### config.mk
export PLATFORM = sky130hd
export DESIGN_NAME = apb_initiator
export DESIGN_NICKNAME = d
export VERILOG_FILES = /design/src/rtl/apb_initiator_pkg.sv /design/src/rtl/apb_initiator_wait_timer.sv /design/src/rtl/apb_initiator.sv
export SDC_FILE = /design/constraint.sdc
export NUM_CORES = 1
export LEC_CHECK = 0
export ABC_AREA = 1
export CELL_PAD_IN_SITES_DETAIL_PLACEMENT = 0
export CELL_PAD_IN_SITES_GLOBAL_PLACEMENT = 1
export CORE_MARGIN = 2
export CORE_UTILIZATION = 33
export DETAILED_ROUTE_END_ITERATION = 7
export PLACE_DENSITY_LB_ADDON = 0.2
export SYNTH_ARGS = -nofsm -noshare
export SYNTH_HDL_FRONTEND = slang
export SYNTH_HIERARCHICAL = 1
export SYNTH_SLANG_ARGS = --single-unit
### constraint.sdc
create_clock -name PCLK -period 4.6 [get_ports PCLK]
set_input_delay 0.92 -clock PCLK [delete_from_list [all_inputs] [get_ports PCLK]]
set_output_delay 0.92 -clock PCLK [all_outputs]
set_load 0.01 [all_outputs]
### src/rtl/apb_initiator_pkg.sv
// Shared state encodings and defaults for the APB initiator and its wait timer.
package apb_initiator_pkg;

    typedef enum logic [1:0] {
        IDLE   = 2'd0,
        SETUP  = 2'd1,
        ACCESS = 2'd2,
        RESP   = 2'd3
    } apbState_t;

    localparam int DefaultTimeoutCycles = 255;

    // Bits needed to hold 0..limit, never less than one bit
    function automatic int counterWidth(input int limit);
        int w;
        w = $clog2(limit + 1);
        return (w < 1) ? 1 : w;
    endfunction

endpackage

### src/rtl/apb_initiator_wait_timer.sv
// Saturating ACCESS wait-state counter; flags the wait cycle that reaches the timeout limit.
module apb_wait_timer
    import apb_initiator_pkg::*;
#(
    parameter int TimeoutCycles = DefaultTimeoutCycles
) (
    input  logic PCLK,
    input  logic PRESETn,
    input  logic clear,
    input  logic enable,
    output logic expired
);

    localparam int CntW = counterWidth(TimeoutCycles);
    localparam logic [CntW-1:0] CntMax = {CntW{1'b1}};
    localparam logic [CntW-1:0] LastWait =
        (TimeoutCycles == 0) ? '0 : CntW'(TimeoutCycles - 1);

    logic [CntW-1:0] waitCount;

    always_ff @(posedge PCLK or negedge PRESETn) begin
        if (!PRESETn) begin
            waitCount <= '0;
        end else if (clear) begin
            waitCount <= '0;
        end else if (enable && (waitCount != CntMax)) begin
            waitCount <= waitCount + 1'b1;
        end
    end

    // High when the current wait cycle is the one that brings the count to the limit;
    // the caller qualifies it with its own enable so no combinational loop forms
    assign expired = (TimeoutCycles != 0) && (waitCount == LastWait);

endmodule

### src/rtl/apb_initiator.sv
// Single-outstanding APB initiator: request/response handshake in, APB SETUP/ACCESS out.
module apb_initiator
    import apb_initiator_pkg::*;
#(
    parameter int AddrWidth     = 8,
    parameter int TimeoutCycles = DefaultTimeoutCycles
) (
    input  logic                 PCLK,
    input  logic                 PRESETn,
    input  logic                 req_valid,
    output logic                 req_ready,
    input  logic [AddrWidth-1:0] req_addr,
    input  logic                 req_write,
    input  logic [31:0]          req_wdata,
    output logic                 rsp_valid,
    input  logic                 rsp_ready,
    output logic [31:0]          rsp_rdata,
    output logic                 rsp_err,
    output logic                 rsp_timeout,
    output logic                 PSEL,
    output logic                 PENABLE,
    output logic                 PWRITE,
    output logic [AddrWidth-1:0] PADDR,
    output logic [31:0]          PWDATA,
    input  logic [31:0]          PRDATA,
    input  logic                 PREADY,
    input  logic                 PSLVERR
);

    apbState_t state;
    apbState_t nextState;
    logic      accept;
    logic      timerClear;
    logic      timerEnable;
    logic      timerLast;
    logic      completeOk;
    logic      completeTimeout;

    assign accept = req_valid && req_ready;

    apb_wait_timer #(
        .TimeoutCycles(TimeoutCycles)
    ) waitTimer (
        .PCLK   (PCLK),
        .PRESETn(PRESETn),
        .clear  (timerClear),
        .enable (timerEnable),
        .expired(timerLast)
    );

    always_ff @(posedge PCLK or negedge PRESETn) begin
        if (!PRESETn) begin
            state <= IDLE;
        end else begin
            state <= nextState;
        end
    end

    always_comb begin
        nextState       = state;
        req_ready       = 1'b0;
        rsp_valid       = 1'b0;
        PSEL            = 1'b0;
        PENABLE         = 1'b0;
        timerClear      = 1'b0;
        timerEnable     = 1'b0;
        completeOk      = 1'b0;
        completeTimeout = 1'b0;
        case (state)
            IDLE: begin
                req_ready = 1'b1;
                if (req_valid) begin
                    nextState = SETUP;
                end
            end
            SETUP: begin
                PSEL       = 1'b1;
                timerClear = 1'b1;
                nextState  = ACCESS;
            end
            ACCESS: begin
                PSEL    = 1'b1;
                PENABLE = 1'b1;
                // A ready completer always wins over an expiring timer
                if (PREADY) begin
                    completeOk = 1'b1;
                    nextState  = RESP;
                end else begin
                    timerEnable = 1'b1;
                    if (timerLast) begin
                        completeTimeout = 1'b1;
                        nextState       = RESP;
                    end
                end
            end
            RESP: begin
                rsp_valid = 1'b1;
                if (rsp_ready) begin
                    nextState = IDLE;
                end
            end
            default: nextState = IDLE;
        endcase
    end

    // APB address/data come only from the latched request and hold between transfers
    always_ff @(posedge PCLK or negedge PRESETn) begin
        if (!PRESETn) begin
            PADDR  <= '0;
            PWRITE <= 1'b0;
            PWDATA <= '0;
        end else if (accept) begin
            PADDR  <= req_addr;
            PWRITE <= req_write;
            PWDATA <= req_wdata;
        end
    end

    always_ff @(posedge PCLK or negedge PRESETn) begin
        if (!PRESETn) begin
            rsp_rdata   <= '0;
            rsp_err     <= 1'b0;
            rsp_timeout <= 1'b0;
        end else if (completeOk) begin
            rsp_rdata   <= PWRITE ? 32'h0 : PRDATA;
            rsp_err     <= PSLVERR;
            rsp_timeout <= 1'b0;
        end else if (completeTimeout) begin
            rsp_rdata   <= '0;
            rsp_err     <= 1'b1;
            rsp_timeout <= 1'b1;
        end
    end

endmodule

# ---- After elaboration in Yosys (flattened, before gate mapping)
# Index checks and enable logic that the tools add are counted.
dict set report op_classes {
  eq_ne 8
  n_addsub 1
  n_shift 0
  n_mul 0
  magnitude_cmp 0
  bitwise_logic 0
  div 0
  n_reduce_logical 7
  muxes 25
}
# operator count
set op_table {}
lappend op_table {{32-bit two-way mux} 3}
lappend op_table {{8-bit two-way mux} 2}
lappend op_table {{1-bit two-way mux} 15}
lappend op_table {{8-bit by 1-bit adder with 8-bit output (second input constant)} 1}
lappend op_table {{8-bit == test (second input constant)} 1}
lappend op_table {{2-bit two-way mux} 4}
lappend op_table {{8-bit != test (second input constant)} 1}
lappend op_table {{2-bit case mux with 4 select lines} 1}
lappend op_table {{2-bit == test (second input constant)} 2}
lappend op_table {{2-bit != test (second input constant)} 2}
lappend op_table {{2-bit nonzero test} 2}
lappend op_table {{3-bit != test (second input constant)} 1}
lappend op_table {{3-bit AND reduction} 1}
lappend op_table {{2-bit by 1-bit == test with 1-bit output (second input constant)} 1}
lappend op_table {{1-bit logical AND} 2}
lappend op_table {{2-bit zero test} 1}
lappend op_table {{2-bit OR reduction} 1}
dict set report word_totals {
  mem_bits_rw 0
  n_memories 0
  in_bits 79
  word_cells 49
  latch_bits 0
  romBits 0
  register_bits 85
  out_inout_bits 79
}

# ---- Depth between registers and ports, before layout
# Gate-level depths: netlist of the first run.
dict set report depth {
  ltp_word 6
  ltp_mapped 9
  mapped_depth_nobuf 9
}

# ---- By module
# The synthesis of the first run kept the hierarchy.
# module area_each_um2 cells_each instances
set by_module_without_submodules {}
lappend by_module_without_submodules {apb_initiator 3186.8 354 1}
lappend by_module_without_submodules {apb_wait_timer 528.0 75 1}

# ---- Worst setup path before layout of the first run
# OpenSTA, ideal clock, no wires.
dict set report synth_timing {
  path_kind {register to output}
  startpoint {reg state[0]}
  endpoint {out PSEL}
  arrival_ps 777
  required_time_ps 3680
  slack_ps 2903
  path_stages_with_launch 3
  path_buffers 0
  cell_sequence {dfrtp_1 -> inv_1 -> ha_1}
}
dict set report synth_between {
  elab_chain_cells 3
  word_cells_on_any_way 4
}
# item line_no
set synth_lines {}
lappend synth_lines {{from (decl)} apb_initiator.sv:30} ;# apbState_t state;
lappend synth_lines {{from (signal assigned)} apb_initiator.sv:55} ;# state <= nextState;
lappend synth_lines {{2-bit == test / 2-bit by 1-bit == test with 1-bit output (equally long branches)} apb_initiator.sv:69} ;# case (state)
lappend synth_lines {{2-bit OR reduction (no line) *} n/a}
lappend synth_lines {{1-bit two-way mux *} apb_initiator.sv:69}
lappend synth_lines {{to (decl)} apb_initiator.sv:20} ;# output logic PSEL,
# Every way passes the cells marked *; elsewhere a longest branch is shown, timed or not.

# ---- Worst setup path after layout of the first run
dict set report layout_timing {
  startpoint {reg state[0]}
  endpoint {out req_ready}
}
dict set report layout_between {
  elab_chain_cells 2
}
# item line_no
set layout_lines {}
lappend layout_lines {{2-bit zero test} apb_initiator.sv:69}
lappend layout_lines {{1-bit two-way mux} apb_initiator.sv:69}
lappend layout_lines {{to (decl)} apb_initiator.sv:11} ;# output logic req_ready,
# No other way between the ends.

==> results.sh, run 1 <==
export IMPL_seqPwrFrac_pct=34.6
export IMPL_hold_viol_final=0
export IMPL_fin_crit_sh_pct=64.9
export IMPL_path_class="reg2out"
export IMPL_power_density_nw_per_um2=624
export IMPL_grt_ovfl_total=0
export IMPL_antenna_cells=0
export IMPL_cp_slowest_cell="clkdlybuf4s50_1"
export IMPL_crit_required_ns=3.68
export IMPL_hpwl_um=6940
export IMPL_cts_tree="done"
export IMPL_power_share_clock_pct=22.3
export IMPL_grt_max_degree=62
export IMPL_synth_area_per_cell_um2=8.66
export IMPL_synthAdderAreaFrac_pct=2.36
export IMPL_synth_cell_area_um2=3710
export IMPL_worst_clock_skew_ns=0.00674
export IMPL_fp_dieH_um=110
export IMPL_area_growth_pct=52.9
export IMPL_drive_gt1_share_pct=5.32
export IMPL_switching_share_pct=34.9
export IMPL_ctsLongestPathBuffers=2
export IMPL_tns_ns=0
export IMPL_setup_viol=0
export IMPL_n_fill_cell=1058
export IMPL_worst_pin_slew_ns=0.793
export IMPL_crit_fanout=45
export IMPL_hold_path_class="reg2reg"
export IMPL_die_x_um=110
export IMPL_synth_xor_area_share_pct=0.707
export IMPL_synthMuxAreaShare_pct=0
export IMPL_core_area_um2=10900
export IMPL_synthDistinctLibCells=23
export IMPL_syn_inst=429
export IMPL_grt_pass1_vias=3290
export IMPL_hold_path_depth=2
export IMPL_insertion_delay_ns=0.34
export IMPL_synth_top_family_by_area="simple AND/OR/NAND/NOR gates"
export IMPL_numCtsBuffers=9
export IMPL_p_leak_nw=2.76
export IMPL_arrival_ns=2.06
export IMPL_startpoint_type="flop"
export IMPL_critPathMaxStageDelay_ns=0.63
export IMPL_layout_common_cells="183 x nand2_1, 156 x clkdlybuf4s50_1, 85 x dfrtp_1, 81 x nand3_1, 15 x inv_1"
export IMPL_end_kind="output port"
export IMPL_cts_sinks=85
export IMPL_post_cts_resized=0
export IMPL_drt_iter0_drc=162
export IMPL_period_needed_ns=2.98
export IMPL_fin_util_pct=51.9
export IMPL_synthSimpleGateAreaFrac_pct=33.7
export IMPL_gp_congestion=0.744
export IMPL_num_io_pins=158
export IMPL_synth_compound_area_share_pct=0.438
export IMPL_r2r_cells=7
export IMPL_power_frac_comb_pct=43.2
export IMPL_path_clk_slew_ns=0.06
export IMPL_rsz0062_at_grt="false"
export IMPL_post_cts_buffers=0
export IMPL_layout_nets=664
export IMPL_p_int_w=0.00231
export IMPL_num_vias=3299
export IMPL_syn_num_nets=515
export IMPL_cts_root_buf="clkbuf_16"
export IMPL_dieArea_um2=12100
export IMPL_ctsHoldBuffers=0
export IMPL_vias_per_cell=4.56
export IMPL_wirelength_um=10300
export IMPL_max_freq_ghz=0.335
export IMPL_ys_seq_area_share_pct=57.3
export IMPL_layout_commonest_cell="nand2_1"
export IMPL_wl_per_cell_um=14.3
export IMPL_yosys_area_top_type="dfrtp_1"
export IMPL_crit_chain="inv_1 > ha_1 > buf_4 > clkdlybuf4s50_1"
export IMPL_port_buffers=157
export IMPL_grt_use_met3_pct=6.64
export IMPL_seqCellArea_um2=2130
export IMPL_synth_seq_cells=85
export IMPL_slew_viol_final=0
export IMPL_switchingPower_w=0.00124
export IMPL_grt_antenna_before_repair=0
export IMPL_grtUsageMet1_pct=22.4
export IMPL_route_detailed_drc=0
export IMPL_grt_busiest_layer="met2"
export IMPL_first_pass_iters=4
export IMPL_vdd_drop_max_v=0.000238
export IMPL_grt_total_usage_pct=17.7
export IMPL_status="finished clean"
export IMPL_drv_cap=0
export IMPL_htree_levels=3
export IMPL_relSlewSlack_pct=47.1
export IMPL_multiInputGateArea_um2=1380
export IMPL_grt_first_pass_wirelength_um=16400
export IMPL_num_rows=38
export IMPL_ant_nets=0
export IMPL_synth_top_area_share_pct=57.3
export IMPL_synth_area_leaders="dfrtp_1 57%, nand2_1 18%, nand3_1 11%, buf_2 2.6%, ha_1 2.4%"
export IMPL_yosys_warnings=6
export IMPL_met2_usage_pct=27.1
export IMPL_initial_core_util_pct=34.0
[per-stage QoR]
step                      area [um^2]  power (W)  setup WS (ns)  instances  hold slack [ns]
after floorplan                  3710    0.00194           2.90        429            0.490
after global placement           5360    0.00276           2.00        707            0.453
after detailed placement         5360    0.00279           1.96        707            0.458
after CTS                        5680    0.00360           1.58        723            0.474
after global routing             5680    0.00381           1.50        723            0.493
final                            5680    0.00355           1.62        723            0.469
[layer usage]
| layer | share of wire (%) | routed length (um) |
|---|---|---|
| met4 | 2.0 | 206 |
| met5 | 0 | 0 |
| met1 | 43 | 4480 |
| met3 | 9.1 | 939 |
| met2 | 45 | 4690 |
[flip-flops by register name (all words and copies together), names as in the netlist]
| name | cells |
|---|---|
| PADDR | 8 |
| PWDATA | 32 |
| PWRITE | 1 |
| rsp_err | 1 |
| rsp_rdata | 32 |
| rsp_timeout | 1 |
| state | 2 |
| waitTimer/waitCount | 8 |
[final timing paths]
path / slack (ns) / from / endpoint
worst max-delay path: 1.62 / state[0]$_DFFE_PN0P_ / req_ready
worst min-delay path: 0.47 / PADDR[7]$_DFFE_PN0P_ / PADDR[7]$_DFFE_PN0P_
worst max register to register: 2.37 / state[0]$_DFFE_PN0P_ / PADDR[6]$_DFFE_PN0P_
worst min register to register: 0.47 / PADDR[7]$_DFFE_PN0P_ / PADDR[7]$_DFFE_PN0P_
max in group asynchronous: 3.07 / PRESETn / PWDATA[26]$_DFFE_PN0P_
min in group asynchronous: 0.68 / PRESETn / waitTimer/waitCount[4]$_DFFE_PN0P_
[critical path, delay by kind of cell, from the launching register on]
family | cells | cell delay [ns]
adders and majority gates | 1 | 0.15
buffers and inverters | 3 | 1.15
DFF | 1 | 0.41
[area by class of cell]
cell class                 count  share of cell area (%)
timing repair buffer         161                    28.1
tap                          140                    3.08
clock inverter                 7                    1.74
sequential                    85                    37.4
multi-input combinational    303                    24.3
inverter                      18                    1.28
clock buffer                   9                    3.96
[Yosys cell counts]
library cell  instances
nor2_8                1
ha_1                  7
inv_2                 1
nor2_2                1
xor2_1                3
a31oi_1               1
nand2_2               2
dfrtp_1              85
nand3_2               1
buf_4                 2
buf_6                 2
nand3_1              81
a21oi_1               1
nand2_1             183
nand2_4               2
buf_2                19
clkinv_1              1
nand4_1               4
o21ai_1               1
clkinv_4              1
inv_1                15
nor2_4                1
nor2_1               14
[power groups by stage]
stage / Combinational, W / Clock, W / Sequential, W
after CTS: 0.00156 / 0.000815 / 0.00123
final: 0.00153 / 0.000789 / 0.00123
after global routing: 0.00170 / 0.000842 / 0.00127
after global placement: 0.00154 / 0 / 0.00122
after floorplan: 0.000578 / 0 / 0.00136
after detailed placement: 0.00155 / 0 / 0.00123
[kinds of logic (layout without fill, tap and decap cells)]
| logic type | count (synthesis) | count (layout) |
|---|---|---|
| buf+inv | 41 | 195 |
| compound gates | 3 | 3 |
| xor+xnor | 3 | 3 |
| fa+ha+maj | 7 | 7 |
| flops | 85 | 85 |
| simple gates | 290 | 290 |
(Power assumes the default switching activity.)
==> run 2: changes to the inputs <==
CORE_UTILIZATION = 27   (was 33)
clock period = 2.6 ns   (was 4.6 ns; I/O delays follow)
==> run 2 against run 1 <==
Non-clock buffer count is 4 higher. Clock power up 61%. Sequential cell count is the same. Largest power group unchanged.
==> results.sh, run 2 (same netlist as run 1, synthesis figures left out) <==
export IMPL_r2r_end="rsp_rdata[28]$_DFFE_PN0P_"
export IMPL_path_class="reg2out"
export IMPL_crit_fanout=5
export IMPL_wirelength_um=10700
export IMPL_insertion_delay_ns=0.33
export IMPL_layout_commonest_cell="nand2_1"
export IMPL_vdd_drop_max_v=0.000423
export IMPL_cts_sinks=85
export IMPL_cts_root_buf="clkbuf_16"
export IMPL_crit_required_ns=2.08
export IMPL_rsz0062_at_grt="false"
export IMPL_grt_max_degree=51
export IMPL_post_cts_buffers=0
export IMPL_stdcell_count=763
export IMPL_drt_iter0_drc=162
export IMPL_startpoint_type="flop"
export IMPL_first_pass_iters=6
export IMPL_tns_ns=0
export IMPL_r2r_cells=7
export IMPL_ctsLongestPathBuffers=2
export IMPL_max_freq_ghz=0.445
export IMPL_ant_nets=0
export IMPL_worst_clock_skew_ns=0.00708
export IMPL_path_clk_slew_ns=0.06
export IMPL_num_vias=3365
export IMPL_power_share_clock_pct=20.5
export IMPL_reg2reg_from="waitTimer/waitCount[4]$_DFFE_PN0P_"
export IMPL_largestRegisters="PWDATA (32), rsp_rdata (32)"
export IMPL_num_io_pins=158
export IMPL_fp_dieH_um=121
export IMPL_r2r_slack_ns=0.69
export IMPL_setup_viol=0
export IMPL_p_leak_nw=2.76
export IMPL_antenna_cells=0
export IMPL_arrival_ns=1.73
export IMPL_grt_total_usage_pct=15.2
export IMPL_switching_share_pct=34.9
export IMPL_initial_core_util_pct=27.8
export IMPL_gp_congestion=0.784
export IMPL_port_buffers=157
export IMPL_hpwl_um=7540
export IMPL_hold_viol_final=0
export IMPL_fin_crit_sh_pct=86.5
export IMPL_dieArea_um2=14700
export IMPL_power_frac_comb_pct=44.3
export IMPL_seqPwrFrac_pct=35.2
export IMPL_placedCellCount=747
export IMPL_slew_viol_final=0
export IMPL_p_total_w=0.00619
export IMPL_numCtsBuffers=9
export IMPL_cts_tree="done"
export IMPL_num_rows=42
export IMPL_grt_first_pass_wirelength_um=17300
export IMPL_layout_common_cells="183 x nand2_1, 156 x clkdlybuf4s50_1, 85 x dfrtp_1, 81 x nand3_1, 15 x inv_1"
export IMPL_worst_pin_slew_ns=0.686
export IMPL_ctsHoldBuffers=0
export IMPL_core_area_um2=13300
export IMPL_vias_per_cell=4.41
export IMPL_area_growth_pct=54.6
export IMPL_wl_per_cell_um=14.1
export IMPL_grt_ovfl_total=0
export IMPL_layout_nets=668
export IMPL_drive_gt1_share_pct=5.62
export IMPL_end_kind="output port"
export IMPL_period_needed_ns=2.25
export IMPL_relSlewSlack_pct=54.2
export IMPL_p_int_w=0.00403
export IMPL_grt_antenna_before_repair=0
export IMPL_post_cts_resized=0
export IMPL_grt_pass1_vias=3402
export IMPL_switchingPower_w=0.00216
export IMPL_drv_cap=0
export IMPL_htree_levels=3
export IMPL_power_density_nw_per_um2=1080
export IMPL_route_detailed_drc=0
export IMPL_status="finished clean"
export IMPL_die_x_um=121
export IMPL_hold_path_class="in2async"
-- run 2: changes by cell type in the layout (fill, tap and decap cells not counted), sizes merged --
cell	delta
clkinvlp	+1
buf	+4
bufinv	-1
inv	-1
clkinv	-3
clkbuf	+4
-- run 2: power groups by stage --
stage	sequential, W	combinational, W	clock [W]
after floorplan	0.00241	0.00102	0
after global routing	0.00225	0.00303	0.00139
after global placement	0.00218	0.00276	0
after CTS	0.00219	0.00280	0.00133
after detailed placement	0.00220	0.00279	0
final	0.00218	0.00274	0.00127
-- run 2: worst max path at each step --
stage	endpoint	slack [ns]	startpoint
finish	PSEL	0.35	state[1]$_DFFE_PN0P_
global route	PSEL	0.26	state[1]$_DFFE_PN0P_
CTS	PSEL	0.31	state[1]$_DFFE_PN0P_
detailed placement	rsp_rdata[28]$_DFFE_PN0P_	0.44	PREADY
global placement	rsp_rdata[26]$_DFFE_PN0P_	0.50	PREADY
floorplan	waitTimer/waitCount[0]$_DFFE_PN0P_	1.16	state[0]$_DFFE_PN0P_
-- run 2: layout make-up --
class / count / area (um^2)
Inverter: 18 / 72.6
Clock buffer: 13 / 250
Fill cell: 1384 / 7610
Sequential cell: 85 / 2130
Clock inverter: 3 / 45.0
Timing Repair Buffer: 165 / 1640
Multi-Input combinational cell: 303 / 1390
Tap cell: 176 / 220
-- run 2: critical path, stage by stage (launching register included) --
cell and delay (ns):
dfrtp_1 0.42, inv_1 0.09, ha_2 0.34, clkdlybuf4s50_1 0.55
-- run 2: per-layer routing --
metal | GRT usage, % | wire length, um
met5 | 0 | 0
met4 | 5.60 | 136
met1 | 18.8 | 4640
met2 | 23.7 | 4940
met3 | 6.20 | 1010
-- run 2: metrics by stage --
stage | util, % | hold slack (ns) | setup slack [ns] | instance area [um^2]
after floorplan | - | 0.224 | 1.16 | 3710
after global placement | 40.8 | 0.454 | 0.504 | 5450
after detailed placement | 40.8 | 0.457 | 0.441 | 5450
after CTS | 43.0 | 0.238 | 0.310 | 5740
after global routing | 43.0 | 0.261 | 0.260 | 5740
final | 43.0 | 0.215 | 0.351 | 5740
